$ cat config.mk
export PLATFORM = sky130hd
export DESIGN_NAME = freq_meter
export DESIGN_NICKNAME = d
export VERILOG_FILES = /design/src/rtl/freq_meter_pkg.sv /design/src/rtl/sync_edge_detect.sv /design/src/rtl/freq_meter.sv
export SDC_FILE = /design/constraint.sdc
export NUM_CORES = 1
export LEC_CHECK = 0
export BUFFER_PORTS_ARGS = -buffer_cell sky130_fd_sc_hd__clkbuf_2
export CELL_PAD_IN_SITES_DETAIL_PLACEMENT = 0
export CELL_PAD_IN_SITES_GLOBAL_PLACEMENT = 1
export CORE_MARGIN = 2
export CORE_UTILIZATION = 46
export DETAILED_ROUTE_END_ITERATION = 6
export PLACE_DENSITY = 0.82
export SKIP_LAST_GASP = 1
export SLEW_MARGIN = 20
export SYNTH_ARGS = -nofsm -noshare
export SYNTH_HDL_FRONTEND = slang
export SYNTH_SLANG_ARGS = --single-unit
$ cat constraint.sdc
create_clock -name clk -period 2.6 [get_ports clk]
set_input_delay 0.26 -clock clk [delete_from_list [all_inputs] [get_ports clk]]
set_output_delay 0.26 -clock clk [all_outputs]
set_load 0.05 [all_outputs]
$ cat src/rtl/freq_meter_pkg.sv
// Shared types and default parameter values for the gated edge-counting frequency meter.
package freq_meter_pkg;

  typedef enum logic [1:0] {IDLE, GATE, HOLD} fm_state_t;

  localparam int unsigned DEF_GATE_CYCLES = 48_000_000;
  localparam int unsigned DEF_CNT_W       = 32;
  localparam int unsigned DEF_SYNC_STAGES = 2;
  localparam int unsigned DEF_EXP_COUNT   = 25_000;
  localparam int unsigned DEF_TOL         = 10;

  // Lower bound of the acceptance band, clamped at zero instead of wrapping.
  function automatic longint unsigned range_lo(input int unsigned exp_count,
                                               input int unsigned tol);
    return (exp_count > tol) ? longint'(exp_count - tol) : 64'd0;
  endfunction

  // Upper bound of the acceptance band, clamped to what a cnt_w+1 bit compare can hold.
  function automatic longint unsigned range_hi(input int unsigned exp_count,
                                               input int unsigned tol,
                                               input int unsigned cnt_w);
    longint unsigned hi_full;
    longint unsigned cmp_max;
    hi_full = longint'(exp_count) + longint'(tol);
    cmp_max = (64'd1 << (cnt_w + 1)) - 64'd1;
    return (hi_full > cmp_max) ? cmp_max : hi_full;
  endfunction

endpackage

$ cat src/rtl/sync_edge_detect.sv
// Multi-flop synchronizer for an asynchronous pin followed by a one-cycle rising-edge pulse.
module sync_edge_detect #(
  parameter int unsigned SYNC_STAGES = 2
) (
  input  logic clk,
  input  logic reset,
  input  logic sig_in,
  output logic rise
);

  logic [SYNC_STAGES-1:0] sync_q;
  logic                   prev_q;

  always_ff @(posedge clk) begin
    if (reset) begin
      sync_q <= '0;
      prev_q <= 1'b0;
    end else begin
      sync_q <= {sync_q[SYNC_STAGES-2:0], sig_in};
      prev_q <= sync_q[SYNC_STAGES-1];
    end
  end

  assign rise = sync_q[SYNC_STAGES-1] & ~prev_q;

endmodule

$ cat src/rtl/freq_meter.sv
// Gated edge-counting frequency meter with a valid/ready result port.
// Define FREQ_METER_RANGE_CHECK_EN to build the EXP_COUNT +/- TOL comparator behind freq_ok.
module freq_meter
  import freq_meter_pkg::*;
#(
  parameter int unsigned GATE_CYCLES = DEF_GATE_CYCLES,
  parameter int unsigned CNT_W       = DEF_CNT_W,
  parameter int unsigned SYNC_STAGES = DEF_SYNC_STAGES,
  parameter int unsigned EXP_COUNT   = DEF_EXP_COUNT,
  parameter int unsigned TOL         = DEF_TOL
) (
  input  logic             clk,
  input  logic             reset,
  input  logic             sig_in,
  input  logic             enable,
  input  logic             meas_ready,
  output logic             meas_valid,
  output logic [CNT_W-1:0] meas_count,
  output logic             meas_ovf,
  output logic             freq_ok
);

  localparam int unsigned GATE_W = $clog2(GATE_CYCLES);
  localparam logic [GATE_W-1:0] GATE_LAST = GATE_W'(GATE_CYCLES - 1);

  if (GATE_CYCLES < 2) begin : g_gate_chk
    $error("GATE_CYCLES must be at least 2");
  end
  if (SYNC_STAGES < 2) begin : g_sync_chk
    $error("SYNC_STAGES must be at least 2");
  end
  if (longint'(EXP_COUNT) + longint'(TOL) > 64'hFFFF_FFFF) begin : g_range_chk
    $error("EXP_COUNT + TOL exceeds 32 bits");
  end

  fm_state_t         state_q;
  logic [GATE_W-1:0] gate_cnt_q;
  logic [CNT_W-1:0]  edge_cnt_q;
  logic              ovf_q;
  logic              rise;
  logic [CNT_W-1:0]  edge_cnt_d;
  logic              ovf_d;
  logic              ok_d;

  sync_edge_detect #(
    .SYNC_STAGES(SYNC_STAGES)
  ) u_sync (
    .clk   (clk),
    .reset (reset),
    .sig_in(sig_in),
    .rise  (rise)
  );

  // Saturating edge counter: once all-ones, further edges only raise the overflow flag.
  always_comb begin
    edge_cnt_d = edge_cnt_q;
    ovf_d      = ovf_q;
    if (rise) begin
      if (&edge_cnt_q) begin
        ovf_d = 1'b1;
      end else begin
        edge_cnt_d = edge_cnt_q + 1'b1;
      end
    end
  end

`ifdef FREQ_METER_RANGE_CHECK_EN
  localparam logic [CNT_W:0] RANGE_LO = (CNT_W + 1)'(range_lo(EXP_COUNT, TOL));
  localparam logic [CNT_W:0] RANGE_HI = (CNT_W + 1)'(range_hi(EXP_COUNT, TOL, CNT_W));

  always_comb begin
    ok_d = ~ovf_d && ({1'b0, edge_cnt_d} >= RANGE_LO) && ({1'b0, edge_cnt_d} <= RANGE_HI);
  end
`else
  assign ok_d = 1'b0;
`endif

  always_ff @(posedge clk) begin
    if (reset) begin
      state_q    <= IDLE;
      gate_cnt_q <= '0;
      edge_cnt_q <= '0;
      ovf_q      <= 1'b0;
      meas_valid <= 1'b0;
      meas_count <= '0;
      meas_ovf   <= 1'b0;
      freq_ok    <= 1'b0;
    end else begin
      case (state_q)
        IDLE: begin
          if (enable) begin
            state_q    <= GATE;
            gate_cnt_q <= '0;
            edge_cnt_q <= '0;
            ovf_q      <= 1'b0;
          end
        end
        GATE: begin
          if (!enable) begin
            state_q <= IDLE;
          end else begin
            gate_cnt_q <= gate_cnt_q + 1'b1;
            edge_cnt_q <= edge_cnt_d;
            ovf_q      <= ovf_d;
            // Last gate cycle: its own edge is already folded into edge_cnt_d.
            if (gate_cnt_q == GATE_LAST) begin
              meas_count <= edge_cnt_d;
              meas_ovf   <= ovf_d;
              freq_ok    <= ok_d;
              meas_valid <= 1'b1;
              state_q    <= HOLD;
            end
          end
        end
        HOLD: begin
          if (meas_ready) begin
            meas_valid <= 1'b0;
            if (enable) begin
              state_q    <= GATE;
              gate_cnt_q <= '0;
              edge_cnt_q <= '0;
              ovf_q      <= 1'b0;
            end else begin
              state_q <= IDLE;
            end
          end
        end
        default: state_q <= IDLE;
      endcase
    end
  end

endmodule
==> flow_summary.json, run 1 <==
{
  "layout-drive-gt1-share": 0.179,
  "area.growth.synth_to_final_pct": 9.86,
  "commonest_register_cell_after_synthesis": "sky130_fd_sc_hd__dfxtp_1",
  "gp_congestion": 0.820,
  "grt_antenna_before_repair": 0,
  "post_synth_top_area_share": 0.383,
  "tightestPinTransition_ns": 0.831,
  "worstHoldPathCells": 2,
  "number_of_standard_cells_after_synthesis": 587,
  "timing.critical_path.slowest_cell_delay_ns": 0.42,
  "worstRegToRegCells": 7,
  "coreArea_sq_um": 10800,
  "power.leakage_nw": 1.88,
  "layout_min_cycle_time_ns": 2.41,
  "synthDistinctLibCells": 67,
  "synthSimpleGateAreaFrac": 0.279,
  "wire_length_of_the_first_global_routing_pass_um": 20700,
  "dp_slack_ns": 0.210,
  "final_antenna_net_count": 0,
  "antenna_cells_inserted": 0,
  "yosys-top-cells-area": "sky130_fd_sc_hd__dfxtp_1, sky130_fd_sc_hd__nor2_1, sky130_fd_sc_hd__a31oi_1, sky130_fd_sc_hd__a311oi_2, sky130_fd_sc_hd__o21ai_0",
  "crit_path_cell_trace": "ha_1 -> nand4_1 -> nor4_4 -> and3_1 -> buf_12 -> o31ai_1 -> a311oi_2",
  "timing.setup.critical_path_class": "register to register",
  "hold_path.startpoint": "sig_in",
  "critPathCaptureType": "register",
  "critPathLaunchType": "register",
  "synth_top_cells_by_count": "sky130_fd_sc_hd__dfxtp_1, sky130_fd_sc_hd__nor2_1, sky130_fd_sc_hd__nand2_1",
  "detailedPlacementHpwl_um": 8570,
  "cts.sinks": 98,
  "drt-total-wl_um": 12600,
  "ys.warnings.count": 0,
  "synth_top_family_by_area": "simple AND/OR/NAND/NOR gates",
  "placement_rows": 38,
  "postCtsHoldBufs": 0,
  "hold_path.class": "input port to register",
  "maximum_count_of_clock_buffers_along_a_single_path": 2,
  "layout.cell_area.non_filler_sq_um": 5630,
  "worst_hold_slack_ns": 0.0938,
  "grt_start_max_net_pins": 53,
  "mappedNetlistNets": 594,
  "synth_top_area_cell": "sky130_fd_sc_hd__dfxtp_1",
  "synthAdderAreaFrac": 0.00488,
  "postCtsSetupBuffers": 0,
  "synth-edff-count": 0,
  "floorplan.die.width_um": 110,
  "start_util": 0.473,
  "synth-seq-cells": 98,
  "setup-violations-final": 0,
  "cp.buffers_inverters": 1,
  "tns_ns": 0,
  "mappedNetlistArea_sq_um": 5120,
  "post_cts.resized_instances": 0,
  "hold_viol_final": 0,
  "fin_worst_skew_ns": 0.00765,
  "reg2reg_setup_slack_ns": 0.19,
  "drt_drc_violations_left": 0,
  "insertion_delay_ns": 0.38,
  "cts_tree": "yes",
  "setup_ws_ns": 0.194,
  "peakVddDrop_mv": 0.277,
  "firstDrtPassIters": 5,
  "grt_usage": 0.219,
  "dr.first_iter.drc_count": 354,
  "number_of_max_slew_violations_in_the_final_report": 0,
  "route.detailed.vias_per_inst": 6.13,
  "place_area_sq_um": 5470,
  "worstReg2RegEnd": "meas_count[12]",
  "routedWlPerCell_um": 16.6,
  "worst_hold_endpoint": "u_sync.sync_q[0]",
  "pwrdens_nw_per_um2": 441,
  "detailroute.via_count": 4664,
  "kind_of_cell_adding_the_most_delay_to_the_critical_path": "simple AND/OR/NAND/NOR gates",
  "ys_async_sr_fraction": 0,
  "crit_arrival_ns": 2.70,
  "portBuffers": 38,
  "die-area_sq_um": 12000,
  "worst_max_slew_margin_expressed_relative_to_the_limit": 0.443,
  "yosysMostFrequentCell": "sky130_fd_sc_hd__dfxtp_1",
  "period_share": 0.925,
  "reg2reg_launch_point": "edge_cnt_q[0]",
  "design.final.nets": 623,
  "timing.critical_path.depth": 7,
  "ctsRootBufferMaster": "sky130_fd_sc_hd__clkbuf_8",
  "chipHeight_um": 110,
  "post_synth.cell_area_avg_sq_um": 8.73,
  "critical_path.slowest_cell": "sky130_fd_sc_hd__dfxtp_1",
  "max_cap_viol_count": 0,
  "clkTransAtPathRegs_ns": 0.09,
  "total_clock_buffers_created_by_cts": 9,
  "grt_pass1_vias": 4213,
  "post_synth_mux_area_share": 0.00195,
  "unrepaired_setup_endpoints_after_global_routing": "false",
  "required_ns": 2.89,
  "outcome": "finished clean",
  "fmax_mhz": 416,
  "post_synthesis_compound_gate_area_fraction": 0.238,
  "floorplan.io_pins": 40,
  "post_synthesis_share_of_cell_area_spent_on_xor_and_xnor_gates": 0.0393,
  "grt_overflow_total": 0,
  "synth-seq-area-share": 0.383,
  "maximum_level_of_the_cts_h_tree": 3,
  "worst-path-max-fanout": 27
}
[cells by family (layout without fill, tap and decap cells)]
logic type,after synthesis,in the layout
simple gates,247,247
compound gates,164,164
flops,98,98
buf+inv,51,85
xor+xnor,23,23
fa+ha+maj,2,2
other cells,1,1
mux,1,1
[stage by stage]
stage	util	instances	total power [mW]
CTS	0.519	761	2.50
floorplan	-	587	1.60
finish	0.519	761	2.48
global placement	0.504	745	1.62
detailed placement	0.504	745	1.63
global route	0.519	761	2.57
[final cells by class]
type                    instances  area (sq um)
fillers                      1024          5210
multi-input cells             438          2900
well taps                     140           175
repair buffers                 61           400
clock inverters                 3          15.0
clock buffers                  13           149
flip-flops and latches         98          1960
inverters                       8          30.0
[worst max-delay path by stage]
stage / startpoint / end / slack [ns]
final: edge_cnt_q[0] / meas_count[12] / 0.19
after CTS: edge_cnt_q[0] / meas_count[12] / 0.19
after floorplan: gate_cnt_q[10] / meas_count[27] / 0.46
after detailed placement: gate_cnt_q[10] / meas_count[9] / 0.21
after global placement: edge_cnt_q[0] / meas_count[26] / 0.25
after global routing: edge_cnt_q[0] / meas_count[28] / 0.02
[placed cells by master (no fill, tap or decap), drive strengths merged, types with 17 or more instances in the layout]
cell type and count:
nor2 58, a21oi 21, clkbuf 51, buf 23
nand2 39, dfxtp 98, a311oi 17, a31oi 34
nand4 24, nand3 22, o21ai 34
[sequential cells by signal, summed over array words and instances (netlist names)]
register	count
edge_cnt_q	32
gate_cnt_q	26
meas_count	32
meas_ovf	1
meas_valid	1
ovf_q	1
state_q	2
u_sync.prev_q	1
u_sync.sync_q	2
[layer usage]
metal | global-route usage | part of all wire | wire length, um | up-vias
met3 | 0.0350 | 0.045 | 566 | 18
met2 | 0.324 | 0.44 | 5530 | 111
li1 | - | - | - | 2312
met1 | 0.314 | 0.50 | 6280 | 2223
met4 | 0.0940 | 0.018 | 233 | 0
met5 | 0 | 0 | 0 | -
[where the power goes]
group | internal (mW) | total (mW) | switching [mW] | leakage [nW]
registers | 1.50 | 1.51 | 0.00318 | 0.790
clock network | 0.371 | 0.890 | 0.519 | 0.0872
logic | 0.0207 | 0.0853 | 0.0646 | 1.00
total | 1.89 | 2.48 | 0.587 | 1.88
Power figures use the tool's default switching activity.
==> inputs of run 2 (changes only) <==
- PLACE_DENSITY: 0.82 -> default
- PLACE_DENSITY_LB_ADDON: default -> 0.1
==> run 2 against run 1 <==
Net effect: combinational power rose by 2%; register-to-register slack got worse by 0.02 ns; critical path type unchanged; hold slack about the same; largest cell class unchanged; first-iteration DRC count grew 17%; flip-flop and latch count is the same; largest power group unchanged; final cell count is 0.13% higher; highest routed layer unchanged; wire length up 4.5%; count of clock-buffer cells in the layout is the same; clock power increased by 0.6%; critical path depth down 1; core utilization increased by 0.069 points; final area increased by 0.13%.
==> flow_summary.json, run 2 (synthesis gave the netlist of run 1 again) <==
{
  "tightestPinTransition_ns": 0.768,
  "antenna_cells_inserted": 0,
  "dp_slack_ns": 0.236,
  "grt_antenna_before_repair": 0,
  "route.detailed.vias_per_inst": 6.15,
  "floorplan.die.width_um": 110,
  "max_cap_viol_count": 0,
  "post_cts.resized_instances": 0,
  "critical_path.slowest_cell": "sky130_fd_sc_hd__or3_1",
  "timing.setup.critical_path_class": "register to register",
  "start_util": 0.473,
  "worst_max_slew_margin_expressed_relative_to_the_limit": 0.486,
  "hold_path.class": "input port to register",
  "timing.critical_path.slowest_cell_delay_ns": 0.44,
  "detailroute.via_count": 4690,
  "layout_common_cells": "sky130_fd_sc_hd__dfxtp_1, sky130_fd_sc_hd__nor2_1, sky130_fd_sc_hd__nand2_1",
  "final_cells": 762,
  "maximum_level_of_the_cts_h_tree": 3,
  "cts_tree": "yes",
  "worstRegToRegCells": 6,
  "routedWlPerCell_um": 17.3,
  "unrepaired_setup_endpoints_after_global_routing": "true",
  "insertion_delay_ns": 0.38,
  "largestRegisters": "edge_cnt_q: 32 flops, meas_count: 32 flops, gate_cnt_q: 26 flops",
  "dp.cells": 746,
  "peakVddDrop_mv": 0.332,
  "grt_overflow_total": 0,
  "final_util": 0.520,
  "hold_path.startpoint": "sig_in",
  "hold_viol_final": 0,
  "postCtsHoldBufs": 0,
  "fin_worst_skew_ns": 0.00772,
  "worstHoldPathCells": 2,
  "final_common_cell": "sky130_fd_sc_hd__dfxtp_1",
  "grt_usage": 0.230,
  "grt_start_max_net_pins": 46,
  "power.leakage_nw": 1.88,
  "total_clock_buffers_created_by_cts": 9,
  "detailedPlacementHpwl_um": 8960,
  "tns_ns": 0,
  "layout_min_cycle_time_ns": 2.42,
  "layout-drive-gt1-share": 0.180,
  "area.growth.synth_to_final_pct": 10.0,
  "worst_hold_slack_ns": 0.0935,
  "worst_hold_endpoint": "u_sync.sync_q[0]",
  "drt-total-wl_um": 13200,
  "postCtsSetupBuffers": 0,
  "ctsRootBufferMaster": "sky130_fd_sc_hd__clkbuf_8",
  "pwrdens_nw_per_um2": 441,
  "placement_rows": 38,
  "outcome": "finished clean",
  "cts.sinks": 98,
  "die-area_sq_um": 12000,
  "period_share": 0.931,
  "critPathCaptureType": "register",
  "path_common_cell": "sky130_fd_sc_hd__nand4_1",
  "setup_ws_ns": 0.179,
  "grt_pass1_vias": 4245,
  "firstDrtPassIters": 5,
  "dr.first_iter.drc_count": 413,
  "worstReg2RegEnd": "meas_count[26]",
  "reg2reg_setup_slack_ns": 0.18,
  "clkTransAtPathRegs_ns": 0.09,
  "wire_length_of_the_first_global_routing_pass_um": 21500,
  "crit_arrival_ns": 2.71,
  "required_ns": 2.89,
  "fmax_mhz": 413,
  "chipHeight_um": 110,
  "worst-path-max-fanout": 9,
  "coreArea_sq_um": 10800,
  "floorplan.io_pins": 40,
  "portBuffers": 38,
  "gp_congestion": 0.779,
  "design.final.nets": 624,
  "final_antenna_net_count": 0,
  "drt_drc_violations_left": 0,
  "reg2reg_launch_point": "edge_cnt_q[0]",
  "crit_path_cell_trace": "ha_1 -> nand4_1 -> nor3_2 -> nand4_1 -> or3_1 -> a311oi_2",
  "critPathLaunchType": "register",
  "number_of_max_slew_violations_in_the_final_report": 0,
  "worst_setup_startpoint": "edge_cnt_q[0]",
  "setup-violations-final": 0,
  "maximum_count_of_clock_buffers_along_a_single_path": 2
}
==> run 2: worst max-delay path by stage <==
stage | cells past startpoint | endpoint | slack (ns)
2_1_floorplan | 6 | meas_count[27] | 0.46
3_3_place_gp | 6 | meas_count[28] | 0.33
3_5_place_dp | 6 | meas_count[2] | 0.24
4_1_cts | 6 | meas_count[26] | 0.22
5_1_grt | 6 | meas_count[12] | -0.007
6_report | 6 | meas_count[26] | 0.18
==> run 2: per-stage QoR <==
stage | total power [mW] | cell area (sq um)
2_1_floorplan | 1.60 | 5120
3_3_place_gp | 1.63 | 5470
3_5_place_dp | 1.63 | 5470
4_1_cts | 2.53 | 5640
5_1_grt | 2.59 | 5640
6_report | 2.49 | 5640
==> run 2: power by group <==
group	total, mW	internal (mW)	switching [mW]
registers	1.51	1.50	0.00292
logic	0.0868	0.0206	0.0662
clock network	0.895	0.371	0.524
==> run 2: cell type report <==
type | instances | area, sq um
Inverter | 8 | 30.0
Tap cell | 140 | 175
Clock inverter | 3 | 15.0
Timing Repair Buffer | 62 | 408
Fill cell | 1043 | 5200
Sequential cell | 98 | 1960
Clock buffer | 13 | 149
Multi-Input combinational cell | 438 | 2900
==> run 2: worst max-delay path, delay by kind of cell, from the launching register on <==
family	cells	cell delay [ns]
DFF	1	0.42
AOI/OAI and AO/OA	1	0.27
and+or+nand+nor	4	1.36
adders and majority gates	1	0.30
==> run 2: routing by layer <==
| layer | share of wire | global-route usage |
|---|---|---|
| met2 | 0.48 | 0.381 |
| met5 | 0 | 0 |
| met1 | 0.47 | 0.300 |
| met4 | 0.014 | 0.0732 |
| met3 | 0.041 | 0.0468 |
